==> config.mk <==
export PLATFORM = sky130hd
export DESIGN_NAME = gear_shifter
export DESIGN_NICKNAME = d
export VERILOG_FILES = /design/src/rtl/gear_pkg.sv /design/src/rtl/gear_prio_enc.sv /design/src/rtl/gear_shifter.sv
export SDC_FILE = /design/constraint.sdc
export NUM_CORES = 1
export LEC_CHECK = 0
export ABC_AREA = 1
export CAP_MARGIN = 25
export CORE_ASPECT_RATIO = 0.75
export CORE_UTILIZATION = 45
export DETAILED_ROUTE_END_ITERATION = 7
export PLACE_DENSITY = 0.72
export SYNTH_ARGS = -nofsm -noshare
export SYNTH_HDL_FRONTEND = slang
export SYNTH_SLANG_ARGS = --single-unit
==> constraint.sdc <==
create_clock -name clk -period 1.8 [get_ports clk]
set_input_delay 0.36 -clock clk [delete_from_list [all_inputs] [get_ports clk]]
set_output_delay 0.36 -clock clk [all_outputs]
set_load 0.005 [all_outputs]
==> src/rtl/gear_pkg.sv <==
// Shared types and default parameters for the gear shifter.
package gear_pkg;

    typedef enum logic {
        IDLE  = 1'b0,
        SHIFT = 1'b1
    } state_e;

    localparam int N_DEF        = 4;
    localparam int DEBOUNCE_DEF = 2;
    localparam int DWELL_DEF    = 3;

    // Width of a counter that must hold values 0..max.
    function automatic int cnt_w(input int max);
        return (max < 1) ? 1 : $clog2(max + 1);
    endfunction

endpackage

==> src/rtl/gear_prio_enc.sv <==
// Combinational N-to-W highest-bit priority encoder with any-bit flag.
module gear_prio_enc #(
    parameter int N = 4,
    parameter int W = $clog2(N)
) (
    input  logic [N-1:0] req_i,
    output logic [W-1:0] idx_o,
    output logic         any_o
);

    always_comb begin
        idx_o = '0;
        any_o = 1'b0;
        for (int i = 0; i < N; i++) begin
            if (req_i[i]) begin
                idx_o = W'(i);
                any_o = 1'b1;
            end
        end
    end

endmodule

==> src/rtl/gear_shifter.sv <==
// Debounced lever-to-gear controller that walks the gear one step
// at a time toward the accepted target with a fixed dwell.
module gear_shifter
    import gear_pkg::*;
#(
    parameter int N        = N_DEF,
    parameter int W        = $clog2(N),
    parameter int DEBOUNCE = DEBOUNCE_DEF,
    parameter int DWELL    = DWELL_DEF
) (
    input  logic         clk,
    input  logic         rst,
    input  logic         en,
    input  logic [N-1:0] req,
    output logic [W-1:0] gear,
    output logic [W-1:0] target,
    output logic         valid,
    output logic         shifting,
    output logic         up_pulse,
    output logic         dn_pulse
);

    localparam int CW = cnt_w(DEBOUNCE);
    localparam int DW = cnt_w(DWELL);
    localparam logic [CW-1:0] DB_MAX = CW'(DEBOUNCE);
    localparam logic [DW-1:0] DW_MAX = DW'(DWELL);

    logic [W-1:0]  c;
    logic          any;

    logic [W-1:0]  cand_q, cand_d;
    logic [CW-1:0] cnt_q, cnt_d;
    logic          valid_q, valid_d;
    logic [W-1:0]  target_q, target_d;
    logic [W-1:0]  gear_q, gear_d;
    logic [DW-1:0] dwell_q, dwell_d;
    state_e        state_q, state_d;
    logic          up_q, up_d;
    logic          dn_q, dn_d;

    gear_prio_enc #(
        .N (N),
        .W (W)
    ) u_enc (
        .req_i (req),
        .idx_o (c),
        .any_o (any)
    );

    always_comb begin
        cand_d   = cand_q;
        cnt_d    = cnt_q;
        valid_d  = valid_q;
        target_d = target_q;
        if (en) begin
            valid_d = any;
            if (!any) begin
                cnt_d = '0;
            end else begin
                cand_d = c;
                // A sample only extends the run if the last one was live.
                if (valid_q && c == cand_q) begin
                    if (cnt_q != DB_MAX) begin
                        cnt_d = cnt_q + 1'b1;
                    end
                end else begin
                    cnt_d = CW'(1);
                end
                if (cnt_d == DB_MAX && c != target_q) begin
                    target_d = c;
                end
            end
        end
    end

    always_comb begin
        state_d = state_q;
        gear_d  = gear_q;
        dwell_d = dwell_q;
        up_d    = 1'b0;
        dn_d    = 1'b0;
        if (en) begin
            unique case (state_q)
                IDLE: begin
                    if (target_d != gear_q) begin
                        state_d = SHIFT;
                        dwell_d = '0;
                    end
                end
                SHIFT: begin
                    dwell_d = dwell_q + 1'b1;
                    if (target_q == gear_q) begin
                        state_d = IDLE;
                        dwell_d = '0;
                    end else if (dwell_d == DW_MAX) begin
                        dwell_d = '0;
                        if (target_q > gear_q) begin
                            gear_d = gear_q + 1'b1;
                            up_d   = 1'b1;
                        end else begin
                            gear_d = gear_q - 1'b1;
                            dn_d   = 1'b1;
                        end
                        if (gear_d == target_d) begin
                            state_d = IDLE;
                        end
                    end
                end
                default: state_d = IDLE;
            endcase
        end
    end

    always_ff @(posedge clk or posedge rst) begin
        if (rst) begin
            cand_q   <= '0;
            cnt_q    <= '0;
            valid_q  <= 1'b0;
            target_q <= '0;
            gear_q   <= '0;
            dwell_q  <= '0;
            state_q  <= IDLE;
            up_q     <= 1'b0;
            dn_q     <= 1'b0;
        end else begin
            cand_q   <= cand_d;
            cnt_q    <= cnt_d;
            valid_q  <= valid_d;
            target_q <= target_d;
            gear_q   <= gear_d;
            dwell_q  <= dwell_d;
            state_q  <= state_d;
            up_q     <= up_d;
            dn_q     <= dn_d;
        end
    end

    assign gear     = gear_q;
    assign target   = target_q;
    assign valid    = valid_q;
    assign shifting = (state_q == SHIFT);
    assign up_pulse = up_q;
    assign dn_pulse = dn_q;

endmodule

## Word level (Yosys, flattened, before mapping)

Cells that the tools add are included.

- Muxes and demuxes: 39
- Eq/ne operators: 9
- Bitwise logic cells: 2
- $lt $le $gt $ge: 1
- Reduce and logical (&&, ||, !) cells: 5
- Add/sub/neg operators: 4

Operator list:

| kind | count |
|---|---|
| $mux W2 | 18 |
| $mux W1 | 19 |
| $add A2 B1 Y2 const B | 3 |
| $eq A2 B2 Y1 | 3 |
| $eq A2 B2 Y1 const B | 2 |
| $ne A2 B2 Y1 | 2 |
| $ne A2 B2 Y1 const B | 2 |
| $pmux W2 S2 | 1 |
| $reduce_and A2 Y1 | 2 |
| $reduce_and A4 Y1 | 1 |
| $gt A2 B2 Y1 | 1 |
| $logic_and A1 B1 Y1 | 2 |
| $not A1 Y1 | 2 |
| $pmux W1 S2 | 1 |
| $sub A2 B1 Y2 const B | 1 |

- Input bits: 7
- Word-level logic and storage cells: 69
- Output and inout bits: 8
- Register bits: 14

## Logic depth before layout (Yosys ltp)

- Depth in word-level cells: 18
- Gate-level depth with buffers: 15
- Gate-level depth less buffers: 15

## By module

Synthesis repeated with hierarchy kept, for this count alone.

- Cell total of the unflattened synthesis: 114
- Area total of the unflattened synthesis: 897.1 µm²

Modules (own cells, without submodules):

| module | area each (µm²) | cells an instance | instances | seq. area each (µm²) |
|---|---|---|---|---|
| gear_shifter | 864.6 | 106 | 1 | 350.3 |
| gear_prio_enc | 32.5 | 8 | 1 | 0.0 |

## Least setup slack after synthesis

OpenSTA, ideal clock, no wires.

- Kind: reg-to-reg
- Start point: register gear_q[1] (netlist: gear[1])
- End point: register state_q (netlist: shifting)
- Path buffers: 0
- Arrival: 1639 ps
- Required time: 1684 ps
- Path slack: 45 ps
- Period minus slack after synthesis: 1755 ps
- Library setup time: 116 ps
- Stages on the path, launching flop included: 13
- Cells stage by stage: dfrtp_1 > inv_1 > ha_1 > a21o_1 > nand2_1 > xor2_1 > nand3_1 > nand2_1 > nand3_1 > nand2_1 > nand2_1 > nand2_1 > nand2_1

- Word-level cells in the longest chain between the ends: 11
- Elaborated cells between the ends (all ways): 16
- Classes of those cells: add/sub: 2; order compare: 1; eq/ne: 3; mux: 10

RTL lines:

| what | line | text |
|---|---|---|
| start, declared | gear_shifter.sv:35 | `logic [W-1:0] gear_q, gear_d;` |
| start signal, assigned | gear_shifter.sv:130 | `gear_q <= gear_d;` |
| $sub A2 B1 Y2 (tied with other cells) | gear_shifter.sv:101 | `gear_d = gear_q - 1'b1;` |
| $mux W2 | gear_shifter.sv:97 | `if (target_q > gear_q) begin` |
| $mux W2 | gear_shifter.sv:95 | `end else if (dwell_d == DW_MAX) begin` |
| $mux W2 | gear_shifter.sv:92 | `if (target_q == gear_q) begin` |
| $mux W2 | gear_shifter.sv:83 | `unique case (state_q)` |
| $mux W2 | gear_shifter.sv:82 | `if (en) begin` |
| $eq A2 B2 Y1 | gear_shifter.sv:104 | `if (gear_d == target_d) begin` |
| $mux W1 | gear_shifter.sv:104 |  |
| $mux W1 | gear_shifter.sv:95 |  |
| $mux W1 | gear_shifter.sv:92 |  |
| $pmux W1 S2 (*) | gear_shifter.sv:83 |  |
| end signal, assigned | gear_shifter.sv:132 | `state_q <= state_d;` |
| end, declared | gear_shifter.sv:37 | `state_e state_q, state_d;` |

Mark *: on every way between the ends. The rest lies on a longest branch, timed or not. The select of a mux whose other input is x is not followed.
A chain may end at the register's enable or synchronous reset.

## Final worst setup path

- Start point: register cnt_q[1]
- End point: register dwell_q[0]

- Word-level cells in the longest chain between the ends: 13
- Elaborated cells between the ends (all ways): 14
- Classes of those cells: add/sub: 1; eq/ne: 4; mux: 7; reduce/logical: 2

RTL lines:

| what | line | text |
|---|---|---|
| start, declared | gear_shifter.sv:32 | `logic [CW-1:0] cnt_q, cnt_d;` |
| start signal, assigned | gear_shifter.sv:127 | `cnt_q <= cnt_d;` |
| $add A2 B1 Y2 / $ne A2 B2 Y1 (equally long branches) | gear_shifter.sv:64, gear_shifter.sv:63 |  |
| $mux W2 (*) | gear_shifter.sv:63 | `if (cnt_q != DB_MAX) begin` |
| $mux W2 (*) | gear_shifter.sv:62 | `if (valid_q && c == cand_q) begin` |
| $mux W2 (*) | gear_shifter.sv:57 | `if (!any) begin` |
| $mux W2 (*) | gear_shifter.sv:55 | `if (en) begin` |
| $eq A2 B2 Y1 (*) | gear_shifter.sv:69 | `if (cnt_d == DB_MAX && c != target_q) begin` |
| $logic_and A1 B1 Y1 (*) | gear_shifter.sv:69 |  |
| $mux W2 (*) | gear_shifter.sv:69 |  |
| $mux W2 (*) | gear_shifter.sv:57 |  |
| $mux W2 (*) | gear_shifter.sv:55 |  |
| net target_d[1] | gear_shifter.sv:34 | `logic [W-1:0] target_q, target_d;` |
| $ne A2 B2 Y1 (*) | gear_shifter.sv:85 | `if (target_d != gear_q) begin` |
| $ne A2 B2 Y1 (no source line) (*) | -- |  |
| $reduce_and A2 Y1 (no source line) (*) | -- |  |
| end signal, assigned | gear_shifter.sv:131 | `dwell_q <= dwell_d;` |
| end, declared | gear_shifter.sv:36 | `logic [DW-1:0] dwell_q, dwell_d;` |

The timed path passes the listed nets; every way through them passes the cells marked *. The select of a mux whose other input is x is not followed.

==> qor.txt <==
Post-route cell area - 1277 sq um
Antenna-violating nets left - 0
DRT Pass-1 Iters - 4
Fmax - 583.2 MHz
Clock Tree Buf Depth - 2
Layout area overhead - 44.01%
Multi-input gate area - 514.2 sq um
PnR Total Power - 1.799 mW
HPWL Detailed - 1482 um
Worst-Skew Late Latency - 0.28 ns
Core box area - 1789 sq um
Minimum clock period - 1.715 ns
Post-Synthesis Cells - 110
Fin util - 71.40%
Dpl ws - -0.3049 ns
Synthesized flop and latch total - 14
Post-Syn Nets - 120
Post-synth EDFFs - 0
Dominant synthesized flop cell - dfrtp_1
CTS Hold Bufs - 0
Max-slew violations - 0
Via density - 5.000
Synth area leaders - dfrtp_1 39%, nand2_1 9.3%, nand2_2 9.2%
Max Cap Viol - 0
Die Height - 40.45 um
Slew headroom - 63.81%
Initial Util - 49.58%
Count leader, synth - nand2_1
Sequential share of the synthesized area - 39.49%
Post-route insts no fill - 167
Final Hold Fails - 0
Row cnt - 13
Syn_area_per_cell - 8.065 sq um
Asr flop ratio synth - 100.0%
DR vias - 835
Outcome - complete, no violations
Grt ovf - 0
Buffers added on ports - 14
Unrepaired setup endpoints after global routing - yes
I/O pins - 15
DR DRC count - 0
Placed insts - 159
Final net count - 156
Clock Root Buffer - clkbuf_4
CTS buffer count - 3
Largest net degree at the start of global routing - 15
Placed standard-cell area - 1152 sq um
Maximum VDD drop - 1044 uV
Worst Max-Slew Pin Slew - 0.5422 ns
Startpoint types - flip-flop
Initial antenna violation count - 0
DRT iter0 DRCs - 32
Share of post-route cells with drive strength above 1 - 36.55%
Die area - 2155 sq um
Worst endpoint data arrival time - 1.93 ns
Final worst path period share - 95.26%
Post-synth top area share - 39.49%
Final GP Congestion - 0.8288
Clock sink count - 14
Antenna Cells - 0
GRT Total Usage - 21.27%
Wire length per cell - 12.86 um
Worst-path clk slew - 0.09 ns
Die X - 53.27 um
Total of warnings raised by yosys - 0
Min-Delay Path Class - primary input to asynchronous set/reset pin
Req. time, crit path - 2.02 ns
Distinct cell type count after synthesis - 23
Synth area leader - dfrtp_1
Cell area after synthesis - 887.1 sq um
Top cells by instance count after synthesis - 22 x nand2_1, 17 x inv_1, 14 x dfrtp_1
CP max FO - 5
Pwr/cell area - 1408 nW/um^2
Filler instances - 149
Final Setup Violations - 0
First-pass GRT wire length - 3077 um
Hold WS - 0.4071 ns
CTS H-tree lvls - 1
CTS tree - yes
Drt total wl - 2147 um
WS Path Type - flip-flop to flip-flop
Setup WS post-layout - 0.08533 ns
Number of global-route vias before repair - 695
Clk_skew - 0.007385 ns
Lkg Pwr - 0.6804 nW
Register area - 350.3 sq um
Crit end category - flip-flop
Fin Setup TNS - 0 ns
-- power breakdown --
part / internal [mW] / switching [mW]
registers: 0.399 / 0.0816
clock network: 0.123 / 0.103
logic: 0.525 / 0.568
total: 1.05 / 0.753
-- critical path, stage by stage (launching register included) --
cell     delay [ns]
dfrtp_1        0.33
inv_1          0.05
ha_1           0.27
inv_1          0.06
nor2_4         0.16
nand4_1        0.24
nand2_2        0.14
nand2_2        0.06
nand2_2        0.07
nand2_2        0.06
nand2_4        0.09
nand2_2        0.05
o21ai_2        0.06
-- metal layers --
layer  GRT usage [%]  vias up  wire length [um]
li1                -      419                 -
met1           25.69      390              1020
met2           36.88       22              1037
met3           6.818        4                74
met4           5.921        0                14
met5               0        -                 0
-- flip-flops by register name, indices dropped and copies added (netlist names) --
name,cells
dn_pulse,1
target,2
dwell_q,2
cnt_q,2
shifting,1
cand_q,2
up_pulse,1
valid,1
gear,2
-- path summary, 6_finish.rpt --
path	from	to	slack (ns)	cells past startpoint
max in group asynchronous	rst	cand_q[0]	1.03	2
min reg2reg	cand_q[0]	cand_q[0]	0.53	2
min in group clk	cand_q[0]	cand_q[0]	0.53	2
min	rst	cnt_q[0]	0.41	2
max reg2reg	cnt_q[1]	dwell_q[0]	0.09	12
max	cnt_q[1]	dwell_q[0]	0.09	12
-- final cells by class --
class	count	share of cell area [%]
tap	22	2.155
timing repair buffer	31	21.74
clock buffer	4	2.840
sequential	14	27.42
multi-input combinational	77	40.25
inverter	19	5.583
-- cells by family (layout without fill, tap and decap cells) --
group / after synthesis / after routing / synth area share, %
AND/OR/NAND/NOR: 62 / 62 / 39.77
buffers and inverters: 19 / 54 / 8.040
flip-flops: 14 / 14 / 39.49
AO/OA/AOI/OAI: 9 / 9 / 5.501
adder cells (fa/ha/maj): 3 / 3 / 4.232
XOR/XNOR: 3 / 3 / 2.962
-- repair_timing --
item,in CTS,in global routing
endpoints found under the setup margin,1,3
pin swaps,0,15
gates cloned,0,0
resized for setup,1,14
buffers inserted,0,4
-- layout by cell type, fill, tap and decap left out --
| cell type | count |
|---|---|
| dlymetal6s2s_1 | 4 |
| nor2_1 | 5 |
| clkbuf_8 | 1 |
| ha_4 | 1 |
| nand2_2 | 15 |
| clkbuf_4 | 3 |
| nand3_4 | 2 |
| inv_1 | 15 |
| buf_4 | 17 |
| dfrtp_1 | 14 |
| nand4_1 | 6 |
| ha_1 | 2 |
| nand2_1 | 19 |
| nand3_2 | 2 |
| o21ai_0 | 4 |
| a21oi_1 | 1 |
| o21ai_2 | 1 |
| nand2_4 | 2 |
| inv_2 | 4 |
| a21o_1 | 1 |
| xor2_1 | 1 |
| nor2_2 | 2 |
| o21ai_1 | 1 |
| nor2_8 | 1 |
| nor2_4 | 1 |
| o22ai_1 | 1 |
| clkdlybuf4s50_1 | 10 |
| nand3_1 | 6 |
| xnor2_1 | 1 |
| nor3_1 | 1 |
| xor2_2 | 1 |
Note: power is estimated with default switching activity, not from simulation.
